### src/rtl/seq_pattern_detector.sv
// -----------------------------------------------------------------------------
// seq_pattern_detector
//
// Serial bit-pattern detector. Finds a PATTERN_LEN-bit pattern, first bit =
// PATTERN[PATTERN_LEN-1], in a qualified serial stream. Typically sits behind a
// serial receiver / framer as a sync-word or flag detector.
//
// Parameters
//   PATTERN_LEN  pattern length in bits (2..16)
//   PATTERN      pattern value, MSB is received first
//   OVERLAP      1: a match may reuse its own tail as the start of the next one
//                0: after a match the search restarts from scratch
//   MEALY        1: match is combinational in the cycle of the completing bit
//                0: match is registered, high the cycle after the completing bit
//   MATCH_CNT_W  width of the optional saturating match counter
//
// Optional feature
//   SEQ_DET_MATCH_CNT_EN  when defined, adds the match_count output and a
//                         saturating counter of match events (cleared by rst
//                         only). When undefined there is no counter and no port.
//
// Ports
//   clk          clock, all state changes on the rising edge
//   rst          synchronous reset, active low
//   in_valid     qualifies in_bit
//   in_bit       serial data bit
//   clear        synchronous flush of the matched-prefix state
//   match        pattern-complete pulse (timing chosen by MEALY)
//   progress     matched-prefix length, 0..PATTERN_LEN-1 (the FSM state)
//   match_count  saturating match total (only with SEQ_DET_MATCH_CNT_EN)
//
// Handshake: the input side is valid-only. A bit is consumed on every rising
// edge where rst=1, clear=0 and in_valid=1; there is no back-pressure, and any
// number of in_valid=0 cycles between bits is invisible to the detector.
// Priority is rst > clear > in_valid.
// -----------------------------------------------------------------------------
module seq_pattern_detector #(
  parameter int                     PATTERN_LEN = 4,
  parameter logic [PATTERN_LEN-1:0] PATTERN     = 4'b1011,
  parameter bit                     OVERLAP     = 1'b0,
  parameter bit                     MEALY       = 1'b1,
  parameter int                     MATCH_CNT_W = 8
) (
  input  logic                           clk,
  input  logic                           rst,
  input  logic                           in_valid,
  input  logic                           in_bit,
  input  logic                           clear,
  output logic                           match,
  output logic [$clog2(PATTERN_LEN)-1:0] progress
`ifdef SEQ_DET_MATCH_CNT_EN
  ,
  output logic [MATCH_CNT_W-1:0]         match_count
`endif
);

  localparam int PW = $clog2(PATTERN_LEN);
  localparam logic [PW-1:0] LAST = PW'(PATTERN_LEN - 1);

  // Elaboration-time parameter sanity checks.
  if (PATTERN_LEN < 2 || PATTERN_LEN > 16) begin : g_bad_len
    $error("seq_pattern_detector: PATTERN_LEN must be in 2..16");
  end
  if (MATCH_CNT_W < 1) begin : g_bad_cnt_w
    $error("seq_pattern_detector: MATCH_CNT_W must be at least 1");
  end

  // ---------------------------------------------------------------------------
  // Constant functions building the KMP transition table.
  // Pattern bit i is the i-th bit received, i.e. PATTERN[PATTERN_LEN-1-i].
  // A shift is used instead of a variable bit-select so the index stays clean.
  // ---------------------------------------------------------------------------
  function automatic logic pat_bit(input int i);
    logic [PATTERN_LEN-1:0] v;
    v = PATTERN >> (PATTERN_LEN - 1 - i);
    return v[0];
  endfunction

  // Longest prefix length l (1..max_len) of the pattern that equals the tail of
  // the string "first k pattern bits followed by b". Zero if none fits.
  function automatic int longest_fit(input int k, input logic b, input int max_len);
    int   best;
    int   idx;
    logic ok;
    logic s_bit;
    best = 0;
    for (int l = 1; l <= max_len; l++) begin
      ok = 1'b1;
      for (int j = 0; j < l; j++) begin
        idx   = k + 1 - l + j;
        s_bit = (idx == k) ? b : pat_bit(idx);
        if (s_bit != pat_bit(j)) ok = 1'b0;
      end
      if (ok) best = l;
    end
    return best;
  endfunction

  // Next matched-prefix length from state k on input bit b.
  function automatic int next_state(input int k, input logic b);
    int nk;
    if (k == PATTERN_LEN - 1 && b == pat_bit(k)) begin
      // Completed match: either resume from the longest proper border of the
      // whole pattern (overlapping) or start over.
      nk = OVERLAP ? longest_fit(k, b, PATTERN_LEN - 1) : 0;
    end else begin
      // Either extend the prefix (k+1) or fall back to the longest prefix
      // that still ends the sequence seen so far.
      nk = longest_fit(k, b, (k + 1 < PATTERN_LEN) ? k + 1 : PATTERN_LEN - 1);
    end
    return nk;
  endfunction

  // Transition table, one constant entry per state and input bit.
  logic [PW-1:0] next_on_0 [PATTERN_LEN];
  logic [PW-1:0] next_on_1 [PATTERN_LEN];

  for (genvar k = 0; k < PATTERN_LEN; k++) begin : g_next
    localparam int N0 = next_state(k, 1'b0);
    localparam int N1 = next_state(k, 1'b1);
    assign next_on_0[k] = PW'(N0);
    assign next_on_1[k] = PW'(N1);
  end

  // ---------------------------------------------------------------------------
  // FSM: the state is the matched-prefix length.
  // ---------------------------------------------------------------------------
  logic [PW-1:0] state_q;
  logic [PW-1:0] state_d;
  logic          hit;      // a match event in this cycle (sampled completing bit)

  always_ff @(posedge clk) begin
    if (!rst) begin
      state_q <= '0;
    end else begin
      state_q <= state_d;
    end
  end

  always_comb begin
    state_d = state_q;
    hit     = 1'b0;
    if (clear) begin
      state_d = '0;
    end else if (in_valid) begin
      state_d = in_bit ? next_on_1[state_q] : next_on_0[state_q];
      hit     = (state_q == LAST) && (in_bit == PATTERN[0]);
    end
  end

  assign progress = state_q;

  // ---------------------------------------------------------------------------
  // Match output style.
  // ---------------------------------------------------------------------------
  if (MEALY) begin : g_mealy
    assign match = hit;
  end else begin : g_moore
    logic match_q;
    // hit is already 0 under clear or in_valid=0, so those cycles drop match.
    always_ff @(posedge clk) begin
      if (!rst) begin
        match_q <= 1'b0;
      end else begin
        match_q <= hit;
      end
    end
    assign match = match_q;
  end

`ifdef SEQ_DET_MATCH_CNT_EN
  // ---------------------------------------------------------------------------
  // Saturating match counter; clear does not touch it, only rst does.
  // ---------------------------------------------------------------------------
  logic [MATCH_CNT_W-1:0] count_q;

  always_ff @(posedge clk) begin
    if (!rst) begin
      count_q <= '0;
    end else if (hit && (count_q != {MATCH_CNT_W{1'b1}})) begin
      count_q <= count_q + 1'b1;
    end
  end

  assign match_count = count_q;
`endif

endmodule

### config.mk
export PLATFORM = sky130hd
export DESIGN_NAME = seq_pattern_detector
export DESIGN_NICKNAME = d
export VERILOG_FILES = /design/src/rtl/seq_pattern_detector.sv
export SDC_FILE = /design/constraint.sdc
export NUM_CORES = 1
export LEC_CHECK = 0
export BUFFER_PORTS_ARGS = -buffer_cell sky130_fd_sc_hd__buf_2
export CAP_MARGIN = 10
export CELL_PAD_IN_SITES_DETAIL_PLACEMENT = 1
export CELL_PAD_IN_SITES_GLOBAL_PLACEMENT = 1
export CORE_AREA = 8 8 45 47
export CTS_CLUSTER_DIAMETER = 30
export DETAILED_ROUTE_END_ITERATION = 10
export DIE_AREA = 0 0 53 55
export PLACE_DENSITY_LB_ADDON = 0.1
export SLEW_MARGIN = 20
export SYNTH_ARGS = -nofsm -noshare
export SYNTH_HDL_FRONTEND = slang
export SYNTH_SLANG_ARGS = --single-unit
### constraint.sdc
create_clock -name clk -period 1.2 [get_ports clk]
set_input_delay 0.06 -clock clk [delete_from_list [all_inputs] [get_ports clk]]
set_output_delay 0.06 -clock clk [all_outputs]
set_load 0.01 [all_outputs]
==> results of run 1 <==
## metrics by stage
step	cell area (µm²)	power [W]	std cells
global placement	156	0.0000896	37
finish	179	0.000236	40
floorplan	101	0.0000773	14
detailed placement	156	0.0000891	37
CTS	179	0.000250	40
global route	179	0.000254	40
## metal layers
metal	wire length, µm	track usage [%]	vias up
met5	0	0	-
li1	-	-	68
met4	0	3.88	0
met3	43	2.67	0
met2	171	4.49	5
met1	167	2.58	56
## cell type report
type | instances | area [µm²]
Fill cell | 177 | 1200
Tap cell | 16 | 20.0
Timing Repair Buffer | 7 | 35.0
Multi-Input combinational cell | 11 | 57.6
Inverter | 1 | 3.75
Clock buffer | 3 | 22.5
Sequential cell | 2 | 40.0
## final timing paths
kind | from | to | slack, ns | cells after the start
max | progress[0] | match | 0.18 | 3
min | rst | progress[0] | 0.12 | 3
max reg2reg | progress[0] | progress[1] | 0.42 | 3
min reg2reg | progress[1] | progress[1] | 0.52 | 2
## cells in the final DEF, fill, tap and decap left out
cell,instances
nor2b_1,1
nand4_1,1
nor2_1,1
nand2_1,2
clkbuf_4,3
a21oi_1,2
nand3_1,1
o21ai_1,1
dfxtp_1,2
inv_1,1
buf_2,7
nand2b_1,1
nand3b_1,1
## worst max-delay path, cell delays in order (launching register included)
cell     delay [ns]
dfxtp_1        0.40
nand4_1        0.11
nor2_1         0.09
buf_2          0.13
## power groups by stage
stage | Clock, W | Combinational [W] | Sequential, W
6_report | 0.000148 | 0.0000180 | 0.0000699
5_1_grt | 0.000164 | 0.0000199 | 0.0000703
4_1_cts | 0.000162 | 0.0000184 | 0.0000699
3_5_place_dp | 0 | 0.0000183 | 0.0000708
3_3_place_gp | 0 | 0.0000189 | 0.0000707
2_1_floorplan | 0 | 0.00000628 | 0.0000711
## cells by family (layout without fill, tap and decap cells)
kind of cell / count (synthesis) / count (layout) / share of synthesized area, %
buf+inv: 1 / 11 / 3.70
compound gates: 3 / 3 / 14.8
flops: 2 / 2 / 39.5
simple gates: 8 / 8 / 42.0
==> impl_metrics.ini, run 1 <==
[outcome]
outcome = finished, final reports clean

[power_and_ir_drop]
swShare_pct = 20.4
combPwrFrac_pct = 7.6
p_clk_share_pct = 62.7
seqPwrFrac_pct = 29.7
p_leak_nw = 0.0806
power.density_nw_per_um2 = 1320
p_int_w = 0.000188
switching_power_w = 0.0000480
peakVddDrop_mv = 0.205

[synthesis]
netlist_top_cells_count = a21oi_1 (2), dfxtp_1 (2), nand2_1 (2)
synth_fp_nets = 19
synthesis.area_um2 = 101
yosysTopAreaCell = dfxtp_1
yosys_warnings = 0
synth_cell_types = 11
synth_seq_cells = 2
ys_async_sr_fraction_pct = 0
synth-main-ff-cell = dfxtp_1
ys_seq_area_share_pct = 39.5
syn_avg_cell_area_um2 = 7.24
synthCells = 14
synth-edff-count = 0
synth.area.top_cells = dfxtp_1 (40%), a21oi_1 (9.9%), nand2_1 (7.4%)
synth_top_area_share_pct = 39.5

[clock_network]
clk_latency_ns = 0.22
cts_sinks = 2
post_cts_buffers = 0
cts_max_level = 1
clock-root-buffer = clkbuf_4
cts_buffers = 3
clkSlewWorstSetupHoldPaths_ns = 0.03
cts_resized = 0
clock_path_buffers = 2
ctsHoldBuffers = 0
cts_tree = done

[placement]
io_buffers = 7
dp_slack_ns = 0.404
dp_hpwl_um = 310
place_congestion = 0.570

[layout]
diodes = 0
drive_gt1_share_pct = 41.7
area_delta_synth_final_pct = 76.5
largest_reg_flops = 2
nets = 31
fin_util_pct = 12.9

[global_routing]
grt_pass1_wl_um = 614
grt_usage_pct = 3.22
grt-ovfl-total = 0
grt_pass1_vias = 147
antenna_found_initial = 0
grt_max_degree = 7

[die]
die_area_um2 = 2920
ios = 8
placementRows = 14
start_util_pct = 7.32
die_w_um = 53
design.core.area_um2 = 1380
die_height_um = 55

[setup_path]
endpoint_kind = primary output
worstPathRequired_ns = 1.14
crit_path_start_kind = flip-flop
crit_type = reg -> out
crit_arrival_ns = 0.96
cp_max_fo = 6

[timing]
fin_ws_ns = 0.182
post-route-min-period_ns = 1.02
setup_viol = 0
hold_violations = 0
fmax_mhz = 982
tightest_slew_ns = 0.184
setup_tns_ns = 0
slew_violations = 0
rsz0062_at_grt = no
slew_headroom_pct = 87.7
clock-skew-final_ns = 0.00310
fin_crit_sh_pct = 84.9
whs_ns = 0.123

[drt]
viasPerCell = 3.23
routed_wl_um = 382
drc_errors = 0
drt.antenna.violating_nets = 0
vias = 129
routedWlPerCell_um = 9.55
drtIter0Drc = 1
dr.pass1.iters = 2

[min_path]
worst_hold_path_type = in -> reg

[flow_run]
cap_violations = 0
Power figures use the tool's default switching activity.
==> run 2: changes to the inputs <==
Clock period 1.2 ns to 1.1 ns, I/O delays scaled along.
==> run 2 against run 1 <==
Power is 10% higher. Clock skew down 0.0026 ns. Combinational power rose by 12%. Largest cell class unchanged. Global-route usage grew 0.55 points. Sequential power rose by 9.0%. Clock power rose by 11%. Worst hold slack worse by 0.013 ns. Count of clock-buffer cells in the layout unchanged. Largest power group unchanged. Register-to-register slack worse by 0.12 ns. Routed wire length rose by 1.6%. First-iteration DRC count decreased by 100%.
==> impl_metrics.ini, run 2 (synthesis results as in run 1) <==
[drt]
routedWlPerCell_um = 9.70
drc_errors = 0
viasPerCell = 3.55
drtIter0Drc = 0
vias = 142
drt.antenna.violating_nets = 0
dr.pass1.iters = 1
routed_wl_um = 388

[timing]
rsz0062_at_grt = no
post-route-min-period_ns = 1.00
clock-skew-final_ns = 0.000532
fmax_mhz = 1000
fin_crit_sh_pct = 91.0
setup_tns_ns = 0
setup_viol = 0
slew_headroom_pct = 88.3
tightest_slew_ns = 0.175
hold_violations = 0
slew_violations = 0

[layout]
layout_common_cells = buf_2 (7), clkbuf_4 (3), nand2_1 (2), a21oi_1 (2), dfxtp_1 (2)
area_delta_synth_final_pct = 76.5
nets = 31
layout.cells.non_filler = 40
layout_commonest_cell = buf_2
diodes = 0
largest_reg_flops = 2
drive_gt1_share_pct = 41.7
num-fill-cells = 172

[power_and_ir_drop]
p_leak_nw = 0.0806
swShare_pct = 21.3
combPwrFrac_pct = 7.7
seqPwrFrac_pct = 29.3
p_int_w = 0.000205
peakVddDrop_mv = 0.168
switching_power_w = 0.0000553
power.density_nw_per_um2 = 1450
p_clk_share_pct = 63.0

[setup_path]
ff2ff_path_depth = 3
crit_path_start_kind = flip-flop
r2r_start = progress[0]
crit_arrival_ns = 0.95
cp_max_fo = 6
crit_end = match
crit_type = reg -> out
rr_endpoint = progress[1]
cp-startpoint = progress[0]
r2r_setup_slack_ns = 0.30
endpoint_kind = primary output
worstPathRequired_ns = 1.04

[min_path]
worst_hold_path_type = in -> reg

[die]
start_util_pct = 7.32
ios = 8
die_height_um = 55
design.core.area_um2 = 1380
die_w_um = 53
die_area_um2 = 2920
placementRows = 14

[clock_network]
cts_sinks = 2
clk_latency_ns = 0.22
ctsHoldBuffers = 0
cts_max_level = 1
post_cts_buffers = 0
clock-root-buffer = clkbuf_4
clkSlewWorstSetupHoldPaths_ns = 0.03
cts_resized = 0
cts_tree = done
clock_path_buffers = 2
cts_buffers = 3

[placement]
place_congestion = 0.566
dp_cells = 37
dp_hpwl_um = 315
io_buffers = 7

[global_routing]
grt_usage_pct = 3.77
antenna_found_initial = 0
grt_pass1_vias = 154
grt_max_degree = 7
grt_pass1_wl_um = 648
grt-ovfl-total = 0

[outcome]
outcome = finished, final reports clean

[flow_run]
cap_violations = 0
==> run 2: cell counts in the layout (fill, tap and decap cells not counted) <==
Identical to the previous run, type by type.
==> run 2: worst min-delay path by stage <==
stage | start | endpoint | slack, ns | cells after the start
CTS | rst | progress[1] | 0.10 | 3
detailed placement | rst | progress[1] | 0.35 | 3
finish | rst | progress[1] | 0.11 | 3
floorplan | clear | match | 0.16 | 1
global route | rst | progress[0] | 0.11 | 3
global placement | clear | match | 0.36 | 3
==> run 2: power by group through the flow <==
stage	sequential (W)	combinational, W	clock (W)
2_1_floorplan	0.0000775	0.00000685	0
3_3_place_gp	0.0000774	0.0000199	0
3_5_place_dp	0.0000771	0.0000200	0
4_1_cts	0.0000762	0.0000202	0.000176
5_1_grt	0.0000763	0.0000223	0.000194
6_report	0.0000762	0.0000201	0.000164
==> run 2: metrics by stage <==
stage	utilization (%)	total power (W)	cell area, µm²	hold WS [ns]	setup WS [ns]
6_report	12.9	0.000260	179	0.110	0.0995
5_1_grt	12.9	0.000292	179	0.109	0.0149
4_1_cts	12.9	0.000272	179	0.104	0.0746
3_5_place_dp	11.3	0.0000971	156	0.346	0.293
3_3_place_gp	11.3	0.0000972	156	0.357	0.265
2_1_floorplan	-	0.0000844	101	0.158	0.332
==> run 2: area by class of cell <==
class                   instances  area, µm²  share of cell area (%)
multi-input cells              11       57.6                    32.2
flip-flops and latches          2       40.0                    22.4
repair buffers                  7       35.0                    19.6
clock buffers                   3       22.5                    12.6
well taps                      16       20.0                    11.2
inverters                       1       3.75                    2.10
==> run 2: critical path, cell delays in order (launching register included) <==
cell and delay [ns]:
dfxtp_1 0.39, nand4_1 0.11, nor2_1 0.09, buf_2 0.13
==> run 2: per-layer routing <==
metal / part of all wire [%] / global-route usage, % / vias up
li1: - / - / 68
met1: 36 / 2.12 / 65
met2: 47 / 5.08 / 7
met3: 14 / 5.35 / 2
met4: 2.6 / 3.88 / 0
met5: 0 / 0 / -
